### config.mk
export PLATFORM = sky130hd
export DESIGN_NAME = jtcps_mmr_bank_flat
export DESIGN_NICKNAME = d
export VERILOG_FILES = /design/src/rtl/jtcps_mmr_bank_if.sv /design/src/rtl/jtcps_mmr_bank.sv /design/src/flat_wrapper.sv
export SDC_FILE = /design/constraint.sdc
export NUM_CORES = 2
export LEC_CHECK = 0
export ABC_AREA = 1
export BUFFER_PORTS_ARGS = -buffer_cell sky130_fd_sc_hd__buf_2
export CAP_MARGIN = 10
export CORE_AREA = 2 2 380 382
export DETAILED_ROUTE_END_ITERATION = 7
export DIE_AREA = 0 0 382 384
export GPL_TIMING_DRIVEN = 0
export PLACE_DENSITY = 0.44
export SYNTH_ARGS = -nofsm -noshare
export SYNTH_HDL_FRONTEND = slang
export SYNTH_SLANG_ARGS = --single-unit
### constraint.sdc
create_clock -name clk -period 23.1 [get_ports clk]
set_clock_uncertainty 0.15 [all_clocks]
set_input_delay 3.465 -clock clk [delete_from_list [all_inputs] [get_ports clk]]
set_output_delay 3.465 -clock clk [all_outputs]
set_load 0.02 [all_outputs]
### src/rtl/jtcps_mmr_bank_if.sv
// CPU-side bus of the CPS-A/CPS-B register bank: strobes, address,
// byte selects, write data and the registered CPS-B read data.
interface jtcps_mmr_bank_if #(
  parameter int AW = 5
);
  logic          cs_a;
  logic          cs_b;
  logic [AW-1:0] addr;
  logic [1:0]    dsn;
  logic [15:0]   din;
  logic [15:0]   dout;

  modport master (output cs_a, cs_b, addr, dsn, din, input dout);
  modport slave  (input cs_a, cs_b, addr, dsn, din, output dout);
endinterface

### src/rtl/jtcps_mmr_bank.sv
// CPS-A double-buffered registers, download-configured CPS-B registers,
// pipelined multiplier and object DMA / palette copy request handshakes.
module jtcps_mmr_bank #(
  parameter int              NA      = 18,
  parameter int              NB      = 8,
  parameter int              AW      = 5,
  parameter int              MLAT    = 2,
  parameter logic [NA-1:0]   IMMED   = 'h3_0021,
  parameter int              OBJ_IDX = 0,
  parameter int              PAL_IDX = 5
)(
  input  logic               rst,
  input  logic               clk,
  jtcps_mmr_bank_if.slave    bus,
  input  logic               vblank,
  input  logic               cfg_we,
  input  logic [7:0]         cfg_data,
  output logic [16*NA-1:0]   a_live,
  output logic [16*NB-1:0]   b_regs,
  output logic               obj_req,
  input  logic               obj_ack,
  output logic               pal_req,
  input  logic               pal_ack
);
  localparam int CL = 6 + NB;
  localparam int XW = (AW > 8) ? AW : 8;

  // config byte slots
  localparam int C_ID = 0, C_IDV = 1, C_M1 = 2, C_M2 = 3, C_R0 = 4, C_R1 = 5, C_B = 6;

  logic [7:0]    cfg [CL];
  logic [XW-1:0] ax;
  logic [15:0]   shadow [NA];
  logic [15:0]   live   [NA];
  logic [NA-1:0] a_wr;
  logic          vb_q, commit, pend;
  logic [15:0]   mult1, mult2, dout_r, rd;
  logic [15:0]   breg [NB];
  logic [31:0]   pp [MLAT];
  logic [31:0]   product;
  logic          w_m1, w_m2;
  logic [NB-1:0] w_b;

  // config bytes hold byte addresses; 8'hFF is the "unused" marker
  function automatic logic hit(input logic [7:0] b, input logic [XW-1:0] a);
    return (b != 8'hFF) && (a == XW'(b[7:1]));
  endfunction

  // dsn bit low means that byte lane is written
  function automatic logic [15:0] merge(input logic [15:0] old, input logic [15:0] d,
                                        input logic [1:0] n);
    return {n[1] ? old[15:8] : d[15:8], n[0] ? old[7:0] : d[7:0]};
  endfunction

  assign ax      = XW'(bus.addr);
  assign commit  = vblank & ~vb_q;
  assign product = pp[MLAT-1];
  assign bus.dout = dout_r;

  generate
    for (genvar k = 0; k < NA; k++) begin : g_a
      assign a_wr[k]            = bus.cs_a && (ax == XW'(k));
      assign a_live[16*k +: 16] = live[k];
    end
    for (genvar k = 0; k < NB; k++) begin : g_b
      assign b_regs[16*k +: 16] = breg[k];
    end
  endgenerate

  // download-time config shift register; survives reset on purpose
  always_ff @(posedge clk) begin
    if (cfg_we) begin
      cfg[0] <= cfg_data;
      for (int i = 1; i < CL; i++) cfg[i] <= cfg[i-1];
    end
  end

  // vblank edge detector
  always_ff @(posedge clk or posedge rst) begin
    if (rst) vb_q <= 1'b0;
    else     vb_q <= vblank;
  end

  // CPS-A shadow/live update; a same-cycle write wins over the committed shadow
  always_ff @(posedge clk or posedge rst) begin
    if (rst) begin
      for (int k = 0; k < NA; k++) begin
        shadow[k] <= '0;
        live[k]   <= '0;
      end
    end else begin
      for (int k = 0; k < NA; k++) begin
        if (a_wr[k]) shadow[k] <= merge(shadow[k], bus.din, bus.dsn);
        if (IMMED[k]) begin
          if (a_wr[k]) live[k] <= merge(shadow[k], bus.din, bus.dsn);
        end else if (commit) begin
          live[k] <= a_wr[k] ? merge(shadow[k], bus.din, bus.dsn) : shadow[k];
        end
      end
    end
  end

  // request handshakes; a new trigger write beats a same-cycle ack
  always_ff @(posedge clk or posedge rst) begin
    if (rst) begin
      obj_req <= 1'b0;
      pal_req <= 1'b0;
      pend    <= 1'b0;
    end else begin
      if (a_wr[OBJ_IDX])   obj_req <= 1'b1;
      else if (obj_ack)    obj_req <= 1'b0;
      // palette copy waits for the CPU to leave the bus
      if (pend && !bus.cs_a) begin
        pal_req <= 1'b1;
        pend    <= 1'b0;
      end else if (pal_ack) begin
        pal_req <= 1'b0;
      end
      if (a_wr[PAL_IDX])   pend <= 1'b1;
    end
  end

  // CPS-B address decode in priority order, read mux and write enables
  always_comb begin
    rd   = 16'hFFFF;
    w_m1 = 1'b0;
    w_m2 = 1'b0;
    w_b  = '0;
    if (hit(cfg[C_ID], ax))      rd = {4'd0, cfg[C_IDV][7:4], 4'd0, cfg[C_IDV][3:0]};
    else if (hit(cfg[C_M1], ax)) begin rd = mult1; w_m1 = 1'b1; end
    else if (hit(cfg[C_M2], ax)) begin rd = mult2; w_m2 = 1'b1; end
    else if (hit(cfg[C_R0], ax)) rd = product[15:0];
    else if (hit(cfg[C_R1], ax)) rd = product[31:16];
    else begin
      for (int k = NB-1; k >= 0; k--) begin
        if (hit(cfg[C_B+k], ax)) begin
          rd     = breg[k];
          w_b    = '0;
          w_b[k] = 1'b1;
        end
      end
    end
    if (&bus.addr) rd = 16'hFFFF;
  end

  // CPS-B registers and registered read port; only full-word writes land
  always_ff @(posedge clk or posedge rst) begin
    if (rst) begin
      mult1  <= '0;
      mult2  <= '0;
      dout_r <= 16'hFFFF;
      for (int k = 0; k < NB; k++) breg[k] <= 16'hFFFF;
    end else if (bus.cs_b) begin
      dout_r <= rd;
      if (bus.dsn == 2'b00) begin
        if (w_m1) mult1 <= bus.din;
        if (w_m2) mult2 <= bus.din;
        for (int k = 0; k < NB; k++) if (w_b[k]) breg[k] <= bus.din;
      end
    end
  end

  // fully pipelined unsigned multiplier, MLAT register stages
  always_ff @(posedge clk or posedge rst) begin
    if (rst) begin
      for (int i = 0; i < MLAT; i++) pp[i] <= '0;
    end else begin
      pp[0] <= 32'(mult1) * 32'(mult2);
      for (int i = 1; i < MLAT; i++) pp[i] <= pp[i-1];
    end
  end
endmodule
### src/flat_wrapper.sv
// flat-port wrapper written by rule: the top's interface ports become plain ports
module jtcps_mmr_bank_flat 
#(
  parameter int              NA      = 18,
  parameter int              NB      = 8,
  parameter int              AW      = 5,
  parameter int              MLAT    = 2,
  parameter logic [NA-1:0]   IMMED   = 'h3_0021,
  parameter int              OBJ_IDX = 0,
  parameter int              PAL_IDX = 5
)
  (rst, clk, vblank, cfg_we, cfg_data, a_live, b_regs, obj_req, obj_ack, pal_req, pal_ack, bus_cs_a, bus_cs_b, bus_addr, bus_dsn, bus_din, bus_dout);
  jtcps_mmr_bank_if #(.AW(AW)) bus_i ();
  input  logic rst;
  input  logic clk;
  input  logic vblank;
  input  logic cfg_we;
  input  logic [7:0] cfg_data;
  output logic [16*NA-1:0] a_live;
  output logic [16*NB-1:0] b_regs;
  output logic obj_req;
  input  logic obj_ack;
  output logic pal_req;
  input  logic pal_ack;
  input wire logic [$bits(bus_i.cs_a)-1:0] bus_cs_a;
  input wire logic [$bits(bus_i.cs_b)-1:0] bus_cs_b;
  input wire logic [$bits(bus_i.addr)-1:0] bus_addr;
  input wire logic [$bits(bus_i.dsn)-1:0] bus_dsn;
  input wire logic [$bits(bus_i.din)-1:0] bus_din;
  output wire logic [$bits(bus_i.dout)-1:0] bus_dout;
  assign bus_i.cs_a = bus_cs_a;
  assign bus_i.cs_b = bus_cs_b;
  assign bus_i.addr = bus_addr;
  assign bus_i.dsn = bus_dsn;
  assign bus_i.din = bus_din;
  assign bus_dout = bus_i.dout;
  jtcps_mmr_bank #(.NA(NA), .NB(NB), .AW(AW), .MLAT(MLAT), .IMMED(IMMED), .OBJ_IDX(OBJ_IDX), .PAL_IDX(PAL_IDX)) u_core (.rst(rst), .clk(clk), .bus(bus_i), .vblank(vblank), .cfg_we(cfg_we), .cfg_data(cfg_data), .a_live(a_live), .b_regs(b_regs), .obj_req(obj_req), .obj_ack(obj_ack), .pal_req(pal_req), .pal_ack(pal_ack));
endmodule
### Word-level counts from Yosys, hierarchy flattened

Memory sizes are Yosys's and may differ from the RTL's.
Cells that the tools add are included.

* add/sub/neg operators: 0
* multiply operators: 1
* div/mod/pow operators: 0
* order comparisons: 0
* equality and inequality tests: 43
* shifts and indexed selects: 0
* multiplexer cells: 84
* bitwise logic cells: 4
* reductions and logical operators: 57

Operators with widths (number)
* 16-bit two-way mux: 28
* 8-bit two-way mux: 43
* 8-bit inequality test, second input constant: 13
* 5-bit by 7-bit equality test with 1-bit output: 13
* 5-bit by 4-bit equality test with 1-bit output, second input constant: 8
* 1-bit logical AND: 32
* 16-bit by 16-bit multiplier with 32-bit output: 1
* 3-bit AND reduction: 10
* 5-bit by 3-bit equality test with 1-bit output, second input constant: 4
* 2-bit AND reduction: 8
* 1-bit two-way mux: 13
* 5-bit by 2-bit equality test with 1-bit output, second input constant: 2
* 5-bit equality test, second input constant: 2
* 8-bit zero test: 1
* 2-bit nonzero test: 3
* 5-bit by 1-bit equality test with 1-bit output, second input constant: 1
* 5-bit AND reduction: 1
* 1-bit NOT: 3
* 2-bit zero test: 1
* 1-bit AND: 1
* 1-bit zero test: 1

* bits in registers: 756
* latch bits: 0
* memory bits (writable): 112
* bits in read-only memories: 0
* input port bits: 39
* output and inout bits: 434
* word-level logic and storage cells: 243
* memories: 1

Memories
* u_core.cfg: depth 14, bits a word 8, rd ports 14, clocked after memory_dff 0, wr ports 14, line jtcps_mmr_bank.sv:31 `logic [7:0] cfg [CL];`

### Longest topological paths before layout

An unclocked memory read counts as a cell.

* depth in word-level cells: 17
* mapped depth: 26
* gate-level depth less buffers: 24

### Worst setup path before layout

Ideal clock, no wire load.

* kind: register -> register
* start point: reg u_core.mult2[1]
* end point: reg u_core.pp[61] (netlist bit)
* library setup time: 0.079 ns
* data arrival time: 5.464 ns
* data required time: 22.871 ns
* path slack: 17.407 ns
* stages on the path, launching flop included: 25
* buffers on the path: 2
* period minus slack after synthesis: 5.693 ns
* cells stage by stage: dfrtp_1 clkbuf_1 buf_1 nand2_1 fa_1 fa_1 inv_1 fa_1 fa_1 fa_1 inv_1 fa_1 inv_1 ha_1 nand2_1 nor2_1 inv_1 nor3_1 nand2_1 o211ai_1 nand3_1 nand2_1 nand3_1 nand2_1 xor2_1

* cells in the longest elaborated chain, start to end: 1

Ends and longest elaborated chain
* start, declared: line jtcps_mmr_bank.sv:37 `logic [15:0] mult1, mult2, dout_r, rd;`
* start signal, assigned: line jtcps_mmr_bank.sv:157 `if (w_m2) mult2 <= bus.din;`
* 16-bit by 16-bit multiplier with 32-bit output: line jtcps_mmr_bank.sv:168 `pp[0] <= 32'(mult1) * 32'(mult2);`
* end, declared: line jtcps_mmr_bank.sv:39 `logic [31:0] pp [MLAT];`

Every way passes these cells.
A chain may end at the register's enable or synchronous reset.

### Final worst setup path

* start point: reg u_core.mult1[10]
* end point: reg u_core.pp[54] (netlist bit)

* cells in the longest elaborated chain, start to end: 1

Ends and longest elaborated chain
* start, declared: line jtcps_mmr_bank.sv:37
* start signal, assigned: line jtcps_mmr_bank.sv:156 `if (w_m1) mult1 <= bus.din;`
* 16-bit by 16-bit multiplier with 32-bit output: line jtcps_mmr_bank.sv:168

Every way passes these cells.

==> results.md <==
* Core Region at 143,000 um^2
* Clock network power share at 40.0%
* Final ANT Viol Nets at 0
* DR WL/cell at 24.0 um
* Finish-stage setup viols at 0
* Largest family of logic cells by synthesized area: adder cells
* Post-Synth XOR/XNOR Area at 0.824%
* Status: completed
* Fin nets at 5,183
* VDD IR-drop max at 60.5 uV
* GRT Residual Overflow at 0
* Max Root-Sink Buffers at 3
* Arr. time, crit path at 7.87 ns
* Sw Share at 29.9%
* Slew Limit Fails at 0
* Total number of vias at 32,777
* Crit path from: u_core.mult1[10]
* Largest net degree at the start of global routing at 71
* R2r endpoint: u_core.pp[54]
* Post-Syn Nets at 4,580
* Library cells used by synthesis at 47
* Post-Synth Adder-Cell Area at 12.2%
* Post-CTS Setup Bufs at 0
* Pwr per Cell Area at 79.5 nW/um^2
* Final GP Congestion at 0.879
* GRT Total Usage at 22.1%
* CTS clock-pin slew for the worst setup and hold paths at 0.06 ns
* Pint at 2.86 mW
* Critical Path, Cell by Cell: clkbuf_1, clkbuf_1, nand2_1, fa_1, fa_1, fa_1, inv_1, fa_1, fa_1, inv_1, fa_1, inv_1, ha_1, a21oi_1, o21a_1, o21ai_0, a21oi_1, o21ai_0, a21oi_1, xnor2_1
* # DRC at 0
* Starting Density at 29.8%
* Mux contribution to synthesized area at 6.30%
* Warnings from Yosys at 0
* Post-DP HPWL at 125 mm
* Mapped cell area at 42,500 um^2
* Ys flop type: dfrtp_1
* Worst Tran Pin Value at 1.46 ns
* Final period util at 32.3%
* Top-count cell post-synth: nand2_1
* Crit path to: u_core.pp[54]
* Req. time, crit path at 23.51 ns
* 1st-pass router iterations at 6
* Synth area leaders: dfrtp_1 36%, fa_1 9.1%, dfstp_2 8.9%, nand2_1 7.7%, edfxtp_1 7.1%
* Cts bufs inserted at 101
* Worst-Skew Late Latency at 0.74 ns
* NetSw at 1.22 mW
* Synth Area per Inst at 10.0 um^2
* Slew HR at 2.50%
* Post-synth top area share at 36.0%
* R2R Path Start: u_core.mult1[10]
* Class of the worst hold path: flop to flop
* Worst setup SP type: flop
* Global-route wire length before repair at 235 mm
* Hold_buf cts at 0
* Die height at 384 um
* Crit end category: flop
* # port buffers at 468
* Hold Vio Cnt, Final at 0
* Register area share after synthesis at 52.0%
* Synth async-reset ratio at 88.3%
* Max incr delay on CP at 0.86 ns
* Area of the multi-input gates at 17,200 um^2
* Htree depth at 3
* Kind of critical path: flop to flop
* Register area at 22,100 um^2
* Layout cells sized above 1 at 24.1%
* CP Max Fanout at 10
* Post-CTS Resized at 0
* Simple-gate share of the synthesized area at 11.4%
* Die area at 147,000 um^2
* Pre-CTS setup slack at 15.72 ns
* Synthesis-stage register bit count at 856
* Static leakage at 26.0 nW
* Compound-Gate Fraction of Synth Area at 9.73%
* Setup TNS Final at 0 ns
* Worst reg2reg setup slack at 15.64 ns
* DR iter-0 viols at 2,507
* Pwr Total at 4.08 mW
* Combinational power share at 16.1%
* Tmin final at 7.46 ns
* Final worst slack at 15.64 ns
* Sequential Power Share at 43.9%
* Most used cell, CP: fa_1
* Vias in the first global route at 32,602
* Max Cap Viol at 0
* Clock Sinks at 856
* Max Freq at 134 MHz
* Reg2Reg Depth at 20
* Area grow syn2layout at 20.7%
* Synth top cells by count: 872 x nand2_1, 612 x dfrtp_1, 541 x o21ai_0
* Die X at 382 um
* Cell taking the most area after synthesis: dfrtp_1
* Vias/cell at 4.79
* Filler cells at 14,551
* Worst path slowest cell: clkbuf_1
* I/O pin count at 473
* Post-Syn Instances at 4,243
* Clock Root Buffer: clkbuf_16
* TritonCTS clock tree: done
* Post-synth EDFFs at 100
* Unrepaired setup endpoints after global routing: no
* Overall routed net length at 164 mm
* Standard-cell rows at 139
* Initial antenna violation count at 15
-- per-stage QoR --
| step | instances | hold WS [ns] | utilization (%) | area (um^2) |
|---|---|---|---|---|
| 2_1_floorplan | 4243 | 0.181 | - | 42500 |
| 3_3_place_gp | 6614 | 0.183 | 33.1 | 47300 |
| 4_1_cts | 6831 | 0.179 | 35.9 | 51300 |
| 5_1_grt | 6833 | 0.194 | 35.9 | 51300 |
| 6_report | 6841 | 0.182 | 36.0 | 51300 |
| 3_5_place_dp | 6644 | 0.185 | 33.5 | 47900 |
-- logic make-up (layout without fill, tap and decap cells) --
| family | count (synthesis) | in the layout |
|---|---|---|
| xor+xnor | 40 | 40 |
| compound gates | 813 | 813 |
| other cells | 0 | 8 |
| flops | 856 | 856 |
| fa+ha+maj | 298 | 298 |
| mux | 238 | 238 |
| simple gates | 1218 | 1218 |
| buf+inv | 780 | 1467 |
-- how the worst min path moves through the flow --
stage / start / end / slack, ns / depth (start not counted)
final: u_core.pp[32] / u_core.product[0] / 0.18 / 0
after global routing: u_core.pp[32] / u_core.product[0] / 0.19 / 0
after CTS: u_core.pp[32] / u_core.product[0] / 0.18 / 0
after detailed placement: u_core.pp[44] / u_core.product[12] / 0.18 / 0
after global placement: u_core.pp[48] / u_core.product[16] / 0.18 / 0
after floorplan: u_core.pp[32] / u_core.product[0] / 0.18 / 0
-- layout by cell type, fill, tap and decap left out, types with 27 or more instances in the layout --
cell type and instances:
o21ai_1 137, buf_4 71, edfxtp_1 100, fa_1 194, buf_2 503, clkbuf_16 101
mux2_2 238, dfstp_2 144, xor2_1 27, o21ai_0 541, nor2_1 234, nand3_1 36
ha_1 104, nand2_1 872, dfrtp_1 612, inv_1 444, a21oi_1 106, clkbuf_1 231
-- critical path, delay by kind of cell, from the launching register on --
kind	cells	cell delay [ns]
fa+ha+maj	7	3.43
buf+inv	5	1.70
compound gates	6	1.32
flops	1	0.32
xor+xnor	1	0.19
simple gates	1	0.17
-- layout make-up --
type	instances	area share, %
inverters	458	3.36
clock inverters	38	1.00
clock buffers	149	5.64
plain buffers	322	2.98
diodes	8	0.0390
multi-input cells	2607	33.5
repair buffers	500	5.81
flip-flops and latches	856	43.0
well taps	1903	4.64
-- state kept, by name, summed over array words and instances, names as in the netlist --
signal	cells
u_core.product	32
u_core.pp	32
u_core.mult2	16
u_core.vb_q	1
u_core.bus.dout	16
u_core.a_live	256
u_core.mult1	16
u_core.obj_req	1
u_core.cfg	100
u_core.b_regs	128
u_core.pend	1
u_core.pal_req	1
u_core.shadow	256
-- routing by layer --
metal	part of all wire [%]	wire (um)	GRT usage, %
met1	43	71100	29.7
met4	2.9	4760	7.36
met2	47	76500	35.5
met5	0	0	0
met3	7.1	11700	4.66
-- power groups by stage --
stage / Sequential [mW] / Clock, mW / Combinational [mW]
after floorplan: 1.90 / 0 / 0.269
after global routing: 1.81 / 1.73 / 0.709
final: 1.79 / 1.63 / 0.657
after CTS: 1.79 / 1.67 / 0.665
after detailed placement: 1.82 / 0 / 0.663
after global placement: 1.82 / 0 / 0.648
(Power assumes the default switching activity.)
